## src/rtl/i2c_slave_responder.sv

```systemverilog
// I2C target responder: oversampled and glitch-filtered SCL/SDA, START/STOP
// detection, 7-bit address match, ACKed byte writes and host-supplied byte reads.
// No clock stretching; SCL is only observed.
//
//  state      | meaning
//  -----------+-----------------------------------------------------------
//  S_IDLE     | bus free, waiting for START
//  S_ADDR     | shifting in address byte (7-bit address + R/W)
//  S_ADDR_ACK | address matched: drive ACK slot, then enter RX or TX
//  S_RX       | shifting in a data byte written by the master
//  S_RX_ACK   | drive ACK slot for the received byte
//  S_TX       | shifting out a read byte, one bit per SCL fall
//  S_TX_ACK   | SDA released, sample master ACK/NACK
//  S_IGNORE   | not addressed or master NACKed; wait for START/STOP
module i2c_slave_responder #(
  parameter logic [6:0] SLAVE_ADDR  = 7'h50,
  parameter int         SYNC_STAGES = 2,
  parameter int         FILTER_LEN  = 3
) (
  input  logic       I_clk,
  input  logic       rst_n_i,
  input  logic       scl_i,
  input  logic       sda_i,
  output logic       sda_oe_o,
  output logic [7:0] rx_data_o,
  output logic       rx_valid_o,
  output logic       tx_req_o,
  input  logic [7:0] tx_data_i,
  output logic       rw_o,
  output logic       busy_o,
  output logic       stop_o
);

  localparam int            CW        = $clog2(FILTER_LEN + 1);
  localparam logic [CW-1:0] FILT_LAST = CW'(FILTER_LEN - 1);

  typedef enum logic [2:0] {
    S_IDLE, S_ADDR, S_ADDR_ACK, S_RX, S_RX_ACK, S_TX, S_TX_ACK, S_IGNORE
  } state_t;

  logic [SYNC_STAGES-1:0] scl_sync, sda_sync;
  logic [1:0]             raw;       // {sda, scl} after synchronizers
  logic [1:0]             filt;      // accepted levels
  logic [1:0]             filt_d;    // accepted levels one cycle ago
  logic [CW-1:0]          filt_cnt [2];

  logic       scl_rise, scl_fall, start_c, stop_c;
  logic [7:0] rx_byte;

  state_t     state;
  logic [2:0] bit_cnt;
  logic [7:0] shreg;
  logic       mack;

  // Metastability chains; idle bus level is high, so reset to 1
  always_ff @(posedge I_clk or negedge rst_n_i) begin
    if (!rst_n_i) begin
      scl_sync <= '1;
      sda_sync <= '1;
    end else begin
      scl_sync <= {scl_sync[SYNC_STAGES-2:0], scl_i};
      sda_sync <= {sda_sync[SYNC_STAGES-2:0], sda_i};
    end
  end

  assign raw = {sda_sync[SYNC_STAGES-1], scl_sync[SYNC_STAGES-1]};

  // Glitch filter: a new level is accepted after FILTER_LEN consecutive samples
  always_ff @(posedge I_clk or negedge rst_n_i) begin
    if (!rst_n_i) begin
      filt        <= 2'b11;
      filt_d      <= 2'b11;
      filt_cnt[0] <= '0;
      filt_cnt[1] <= '0;
    end else begin
      filt_d <= filt;
      for (int i = 0; i < 2; i++) begin
        if (raw[i] != filt[i]) begin
          if (filt_cnt[i] == FILT_LAST) begin
            filt[i]     <= raw[i];
            filt_cnt[i] <= '0;
          end else begin
            filt_cnt[i] <= filt_cnt[i] + CW'(1);
          end
        end else begin
          filt_cnt[i] <= '0;
        end
      end
    end
  end

  // START/STOP require SCL high on both sides of the SDA change so that a
  // simultaneous SCL/SDA transition is never misread as a bus condition.
  assign scl_rise = filt[0] & ~filt_d[0];
  assign scl_fall = ~filt[0] & filt_d[0];
  assign start_c  = filt_d[1] & ~filt[1] & filt[0] & filt_d[0];
  assign stop_c   = ~filt_d[1] & filt[1] & filt[0] & filt_d[0];
  assign rx_byte  = {shreg[6:0], filt[1]};

  // Protocol FSM with registered outputs; START/STOP override any SCL edge
  always_ff @(posedge I_clk or negedge rst_n_i) begin
    if (!rst_n_i) begin
      state      <= S_IDLE;
      bit_cnt    <= 3'd7;
      shreg      <= '0;
      mack       <= 1'b0;
      sda_oe_o   <= 1'b0;
      rx_data_o  <= '0;
      rx_valid_o <= 1'b0;
      tx_req_o   <= 1'b0;
      rw_o       <= 1'b0;
      busy_o     <= 1'b0;
      stop_o     <= 1'b0;
    end else begin
      rx_valid_o <= 1'b0;
      tx_req_o   <= 1'b0;
      stop_o     <= 1'b0;
      if (start_c) begin
        sda_oe_o <= 1'b0;
        bit_cnt  <= 3'd7;
        mack     <= 1'b0;
        state    <= S_ADDR;
      end else if (stop_c) begin
        sda_oe_o <= 1'b0;
        stop_o   <= busy_o;
        busy_o   <= 1'b0;
        mack     <= 1'b0;
        state    <= S_IDLE;
      end else begin
        case (state)
          S_ADDR: if (scl_rise) begin
            shreg <= rx_byte;
            if (bit_cnt == 3'd0) begin
              if (rx_byte[7:1] == SLAVE_ADDR) begin
                rw_o     <= rx_byte[0];
                busy_o   <= 1'b1;
                tx_req_o <= rx_byte[0];
                state    <= S_ADDR_ACK;
              end else begin
                busy_o <= 1'b0;
                state  <= S_IGNORE;
              end
            end else begin
              bit_cnt <= bit_cnt - 3'd1;
            end
          end
          S_ADDR_ACK: if (scl_fall) begin
            bit_cnt <= 3'd7;
            if (!sda_oe_o) begin
              sda_oe_o <= 1'b1;
            end else if (rw_o) begin
              sda_oe_o <= ~tx_data_i[7];
              shreg    <= {tx_data_i[6:0], 1'b0};
              state    <= S_TX;
            end else begin
              sda_oe_o <= 1'b0;
              state    <= S_RX;
            end
          end
          S_RX: if (scl_rise) begin
            shreg <= rx_byte;
            if (bit_cnt == 3'd0) begin
              rx_data_o  <= rx_byte;
              rx_valid_o <= 1'b1;
              state      <= S_RX_ACK;
            end else begin
              bit_cnt <= bit_cnt - 3'd1;
            end
          end
          S_RX_ACK: if (scl_fall) begin
            bit_cnt <= 3'd7;
            if (!sda_oe_o) begin
              sda_oe_o <= 1'b1;
            end else begin
              sda_oe_o <= 1'b0;
              state    <= S_RX;
            end
          end
          S_TX: if (scl_fall) begin
            if (bit_cnt == 3'd0) begin
              sda_oe_o <= 1'b0;
              bit_cnt  <= 3'd7;
              state    <= S_TX_ACK;
            end else begin
              sda_oe_o <= ~shreg[7];
              shreg    <= {shreg[6:0], 1'b0};
              bit_cnt  <= bit_cnt - 3'd1;
            end
          end
          S_TX_ACK: begin
            if (scl_rise) begin
              if (!filt[1]) begin
                mack     <= 1'b1;
                tx_req_o <= 1'b1;
              end else begin
                state <= S_IGNORE;
              end
            end else if (scl_fall && mack) begin
              mack     <= 1'b0;
              sda_oe_o <= ~tx_data_i[7];
              shreg    <= {tx_data_i[6:0], 1'b0};
              bit_cnt  <= 3'd7;
              state    <= S_TX;
            end
          end
          default: ;
        endcase
      end
    end
  end

endmodule
```

## config.mk

```make
export PLATFORM = sky130hd
export DESIGN_NAME = i2c_slave_responder
export DESIGN_NICKNAME = d
export VERILOG_FILES = /design/src/rtl/i2c_slave_responder.sv
export SDC_FILE = /design/constraint.sdc
export NUM_CORES = 1
export LEC_CHECK = 0
export ABC_AREA = 1
export ABC_CLOCK_PERIOD_IN_PS = 2000
export CAP_MARGIN = 20
export CORE_AREA = 2 2 71 73
export CTS_BUF_LIST = sky130_fd_sc_hd__clkbuf_4
export CTS_CLUSTER_DIAMETER = 30
export CTS_CLUSTER_SIZE = 28
export DETAILED_ROUTE_END_ITERATION = 10
export DIE_AREA = 0 0 73 75
export HOLD_SLACK_MARGIN = 0.1
export PLACE_DENSITY_LB_ADDON = 0.1
export REMOVE_ABC_BUFFERS = 1
export SLEW_MARGIN = 10
export SYNTH_ARGS = -nofsm -noshare
export SYNTH_HDL_FRONTEND = slang
export SYNTH_SLANG_ARGS = --single-unit
```

## constraint.sdc

```tcl
create_clock -name I_clk -period 2 [get_ports I_clk]
set_clock_uncertainty 0.2 [all_clocks]
set_input_delay 0.5 -clock I_clk [delete_from_list [all_inputs] [get_ports I_clk]]
set_output_delay 0.5 -clock I_clk [all_outputs]
set_load 0.01 [all_outputs]
```

After elaboration in Yosys (flattened, before gate mapping)
Index checks and enable logic that the tools add are counted.
{"block": "classes", "mux": 79, "bitwise": 16, "n_reduce_logical": 23, "n_eq_ne": 41, "add_sub_neg": 3}
{"op": "two-way mux 3 bit", "count": 26}
{"op": "two-way mux 8 bit", "count": 8}
{"op": "inequality test 4 bit (second input constant)", "count": 12}
{"op": "two-way mux 1 bit", "count": 36}
{"op": "one-hot mux 8 bit (4 select lines)", "count": 1}
{"op": "one-hot mux 3 bit (6 select lines)", "count": 1}
{"op": "inequality test 2 bit (second input constant)", "count": 8}
{"op": "AND reduction 13 bit", "count": 1}
{"op": "inequality test 3 bit (second input constant)", "count": 4}
{"op": "one-hot mux 3 bit (4 select lines)", "count": 1}
{"op": "AND reduction 6 bit", "count": 2}
{"op": "AND reduction 11 bit", "count": 1}
{"op": "inequality test 5 bit (second input constant)", "count": 2}
{"op": "equality test 3 bit (second input constant)", "count": 3}
{"op": "AND 1 bit", "count": 8}
{"op": "two-way mux 2 bit", "count": 4}
{"op": "NOT 1 bit", "count": 8}
{"op": "AND reduction 8 bit", "count": 1}
{"op": "nonzero test 4 bit", "count": 2}
{"op": "nonzero test 8 bit", "count": 1}
{"op": "equality test 7 bit (second input constant)", "count": 1}
{"op": "equality test 3 x 2 -> 1 bit (second input constant)", "count": 2}
{"op": "inequality test 3 x 1 -> 1 bit (second input constant)", "count": 2}
{"op": "nonzero test 2 bit", "count": 3}
{"op": "other kinds (19)", "count": 24}
{"block": "totals", "input_bits": 12, "output_inout_bits": 14, "ff_bits": 41, "wordCells": 180}

Logic depth before layout (Yosys ltp)
{"block": "depth", "depth_word": 8, "depth_mapped": 12, "ltp_nobuf": 11}

Least setup slack after synthesis
OpenSTA, ideal clock, no wires.
{"block": "synth_path", "kind": "register -> register", "startpoint": "reg filt[1]", "endpoint": "reg shreg[0]", "setup_ps": 117, "slack_ps": 161, "arrival_time_ps": 1522, "stages_incl_launch_ff": 9, "n_path_buf": 1, "t_required_ps": 1683, "period_less_slack_ps": 1839, "path_cell_list": "dfstp_2 buf_2 nor2_1 nand2_4 nand2_2 nor3_4 nand3_4 nand2_1 nand2_1"}
{"block": "synth_via", "elab_chain_len": 6, "word_cells_on_any_way": 12, "cone_classes": "mux (2); bitwise (9); reduce/logical (1)"}
{"element": "start, declared", "line": "43", "rtl": "logic [1:0] filt;"}
{"element": "start signal, assigned by index", "line": "80", "rtl": "filt[i] <= raw[i];"}
{"element": "NOT 1 bit", "line": "96", "rtl": "assign start_c = filt_d[1] & ~filt[1] & filt[0] & filt_d[0];"}
{"element": "AND 1 bit (3 in a row)", "line": "96"}
{"element": "NOT 1 bit (no line)"}
{"element": "AND reduction 11 bit (no line)"}
{"element": "end signal, assigned", "line": "132", "rtl": "shreg <= rx_byte;"}
{"element": "end signal, assigned", "line": "153", "rtl": "shreg <= {tx_data_i[6:0], 1'b0};"}
{"element": "end signal, assigned", "line": "161", "rtl": "shreg <= rx_byte;"}
{"element": "end, declared", "line": "52", "rtl": "logic [7:0] shreg;"}
Several ways; a longest one is shown, not always the timed one. The select of a mux whose other input is x is not followed.
A chain may end at the register's enable or synchronous reset.

Final worst setup path
{"block": "layout_path", "startpoint": "reg rx_data_o[7]", "endpoint": "out rx_data_o[7]"}
{"element": "start, declared", "line": "25", "rtl": "output logic [7:0] rx_data_o,"}
{"element": "start signal, assigned", "line": "163", "rtl": "rx_data_o <= rx_byte;"}
No word-level cell between the ends.

==> flow_summary.json <==
{
  "r2r_slack_ns": 0.09,
  "finalCritPeriodShare_pct": 97.5,
  "cpPeakStageDelay_ns": 0.53,
  "drv_cap": 0,
  "synth_cells": 291,
  "clock-sinks": 41,
  "timing.slew.headroom_pct": 76.9,
  "fp.dieH_microns": 75,
  "critPathKind": "flip-flop to primary output",
  "io_pins": 26,
  "hpwl_microns": 3840,
  "worstPathMaxFanout": 2,
  "crit_arrival_ns": 1.25,
  "num-fill-cells": 407,
  "area_delta_synth_final_pct": 25.1,
  "place_area_sq_um": 2630,
  "crit_required_ns": 1.30,
  "vdd_drop_max_v": 0.000913,
  "route.vias.total": 2046,
  "p_per_area_nw_per_um2": 1710,
  "clk_pin_slew_worst_paths_ns": 0.14,
  "grt-ovfl-total": 0,
  "synth_seq_cells": 41,
  "insertedDiodeCount": 0,
  "port_buffers": 25,
  "synth_cell_types": 30,
  "instances_no_fill": 394,
  "cts_htree_levels": 2,
  "detail_route.first_pass.iterations": 5,
  "finalSetupViolations": 0,
  "cp_slowest_cell": "clkdlybuf4s50_1",
  "report.final.slew_viol_count": 0,
  "cts_tree": "yes",
  "mostFrequentLayoutCells": "93 x nand2_1, 31 x nor2_1, 30 x dfrtp_1, 20 x inv_1, 19 x buf_4",
  "fmax_mhz": 513,
  "final_common_cell": "nand2_1",
  "min_period_ns": 1.95,
  "cts-root-buf": "clkbuf_4",
  "leakagePower_nw": 1.56,
  "post-route-util_pct": 60.7,
  "finalPower_w": 0.00485,
  "fin_area_sq_um": 2830,
  "seq_area_frac_synth_pct": 46.0,
  "end_kind": "primary output",
  "wire_per_inst_microns": 13.4,
  "r2r_end": "state[1]",
  "hold_depth": 0,
  "hold_path_end": "sda_sync[1]",
  "synth_area_sq_um": 2260,
  "reg2reg_from": "filt_d[0]",
  "die_area_sq_um": 5480,
  "hold_start": "sda_sync[0]",
  "final_layout_size_suffix_gt1_share_pct": 23.8,
  "cts_buffer_depth": 2,
  "final_nets": 353,
  "coreArea_sq_um": 4660,
  "synth_top_area_cell": "dfrtp_1",
  "hold_path.class": "flip-flop to flip-flop",
  "num_rows": 25,
  "grt_start_max_net_pins": 21,
  "tightest_slew_ns": 0.345,
  "synth_warnings": 0,
  "antenna_found_initial": 0,
  "viasPerCell": 5.19,
  "cp.buffers_inverters": 1,
  "avgSynthCellArea_sq_um": 7.77,
  "antenna_left": 0,
  "finalHoldViolations": 0,
  "synth_area_leaders": "dfrtp_1 33%, nand2_1 16%, dfstp_2 13%",
  "drtIter0Drc": 105,
  "initial_core_util_pct": 48.5,
  "clkLatencyLatePin_ns": 0.37,
  "path_delay_family": "buffers and inverters",
  "crit_chain": "clkdlybuf4s50_1",
  "dp_cells": 377,
  "gp_congestion": 0.959,
  "drcViolationCount": 0,
  "die_width_microns": 73,
  "grt_pass1_vias": 1873,
  "status": "completed",
  "start_kind": "flip-flop",
  "grt_pass1_wl_microns": 8660,
  "totalWireLength_microns": 5270,
  "cts_buffers": 5,
  "grtUsageTotal_pct": 20.6,
  "rr_worst_depth": 11,
  "yosys.area.top_type_share_pct": 33.2
}
## metal layers
layer  vias to the layer above  GRT usage [%]  share of wire (%)
li1                       1030              -                  -
met1                       937           27.6                 45
met2                        65           33.7                 47
met3                        14           4.42                6.0
met4                         0           6.38                2.4
met5                         -              0                  0
## power breakdown
group          leakage, nW  total, W  internal [W]  switching [W]
registers            0.511   0.00146       0.00119       0.000270
logic                 1.02   0.00294       0.00116        0.00179
clock network       0.0318  0.000448      0.000143       0.000304
total                 1.56   0.00485       0.00249        0.00236
## cell usage after synthesis
cell type,number
nand2_1,95
nor2_1,33
dfrtp_1,30
inv_1,21
nand3_1,17
o21ai_0,12
dfstp_2,11
nand4_1,11
nor2_2,9
inv_2,8
a21oi_1,5
nor3_1,5
o21ai_2,5
nand2_2,4
buf_2,2
buf_4,2
ha_1,2
nand2_4,2
nand3_4,2
nor2_4,2
o211ai_1,2
o22ai_1,2
xnor2_1,2
a31oi_1,1
and2_1,1
buf_6,1
nor3_4,1
o22ai_2,1
o31ai_1,1
xor2_1,1
## repair_timing
item                                   CTS  global route
resized for setup                        1            23
pin swaps                                0             8
endpoints found under the hold margin   31             0
hold buffers                             1             0
setup buffers                            2             6
setup endpoints to repair                3            31
## cell type report
| class | count | area [sq um] | share of cell area (%) |
|---|---|---|---|
| Timing Repair Buffer | 46 | 433 | 15.3 |
| Tap cell | 54 | 67.6 | 2.39 |
| Clock buffer | 5 | 37.5 | 1.33 |
| Multi-Input combinational cell | 216 | 1110 | 39.3 |
| Inverter | 29 | 114 | 4.02 |
| Sequential cell | 41 | 1040 | 36.8 |
| Clock inverter | 3 | 25.0 | 0.885 |
## how the worst max path moves through the flow
stage                             from            to  slack, ns  depth (start not counted)
after detailed placement    bit_cnt[0]      tx_req_o       0.06                          9
after global placement      bit_cnt[0]      tx_req_o      -0.02                          9
after global routing         filt_d[1]      state[2]      -0.06                         11
after floorplan               state[2]      shreg[0]       0.11                          8
final                     rx_data_o[7]  rx_data_o[7]       0.05                          1
after CTS                 rx_data_o[0]  rx_data_o[0]       0.01                          1
## sequential cells by signal, summed over array words and instances, names as in the netlist, 2 cells and up
signal and count:
filt 2, shreg 8, bit_cnt 3, scl_sync 2, sda_sync 2, filt_d 2, rx_data_o 8, filt_cnt 4
state 3
## per-stage QoR
step                      setup WS, ns  setup TNS (ns)  hold WS [ns]
after detailed placement        0.0624               0         0.133
final                           0.0500               0         0.167
after global placement         -0.0223         -0.0223         0.129
after CTS                       0.0106               0         0.168
after global routing           -0.0622          -0.223         0.175
after floorplan                  0.111               0       0.00441
## worst register-to-register path: stages (launching register included)
cell,delay [ns]
dfstp_2,0.62
inv_1,0.08
nor2_2,0.15
inv_1,0.11
nand2_1,0.09
nor2_1,0.05
nor2_1,0.10
nand2_1,0.11
nor2_4,0.13
nand2_2,0.08
nand2_1,0.06
nand2_1,0.05
## kinds of logic (layout without fill, tap and decap cells)
logic type      Yosys count  after routing  synth area share (%)
flops                    41             41                  46.0
xor+xnor                  3              3                  1.16
fa+ha+maj                 2              2                  1.11
simple gates            182            182                  37.3
compound gates           29             29                  8.07
buf+inv                  34             83                  6.42
(Power assumes the default switching activity.)
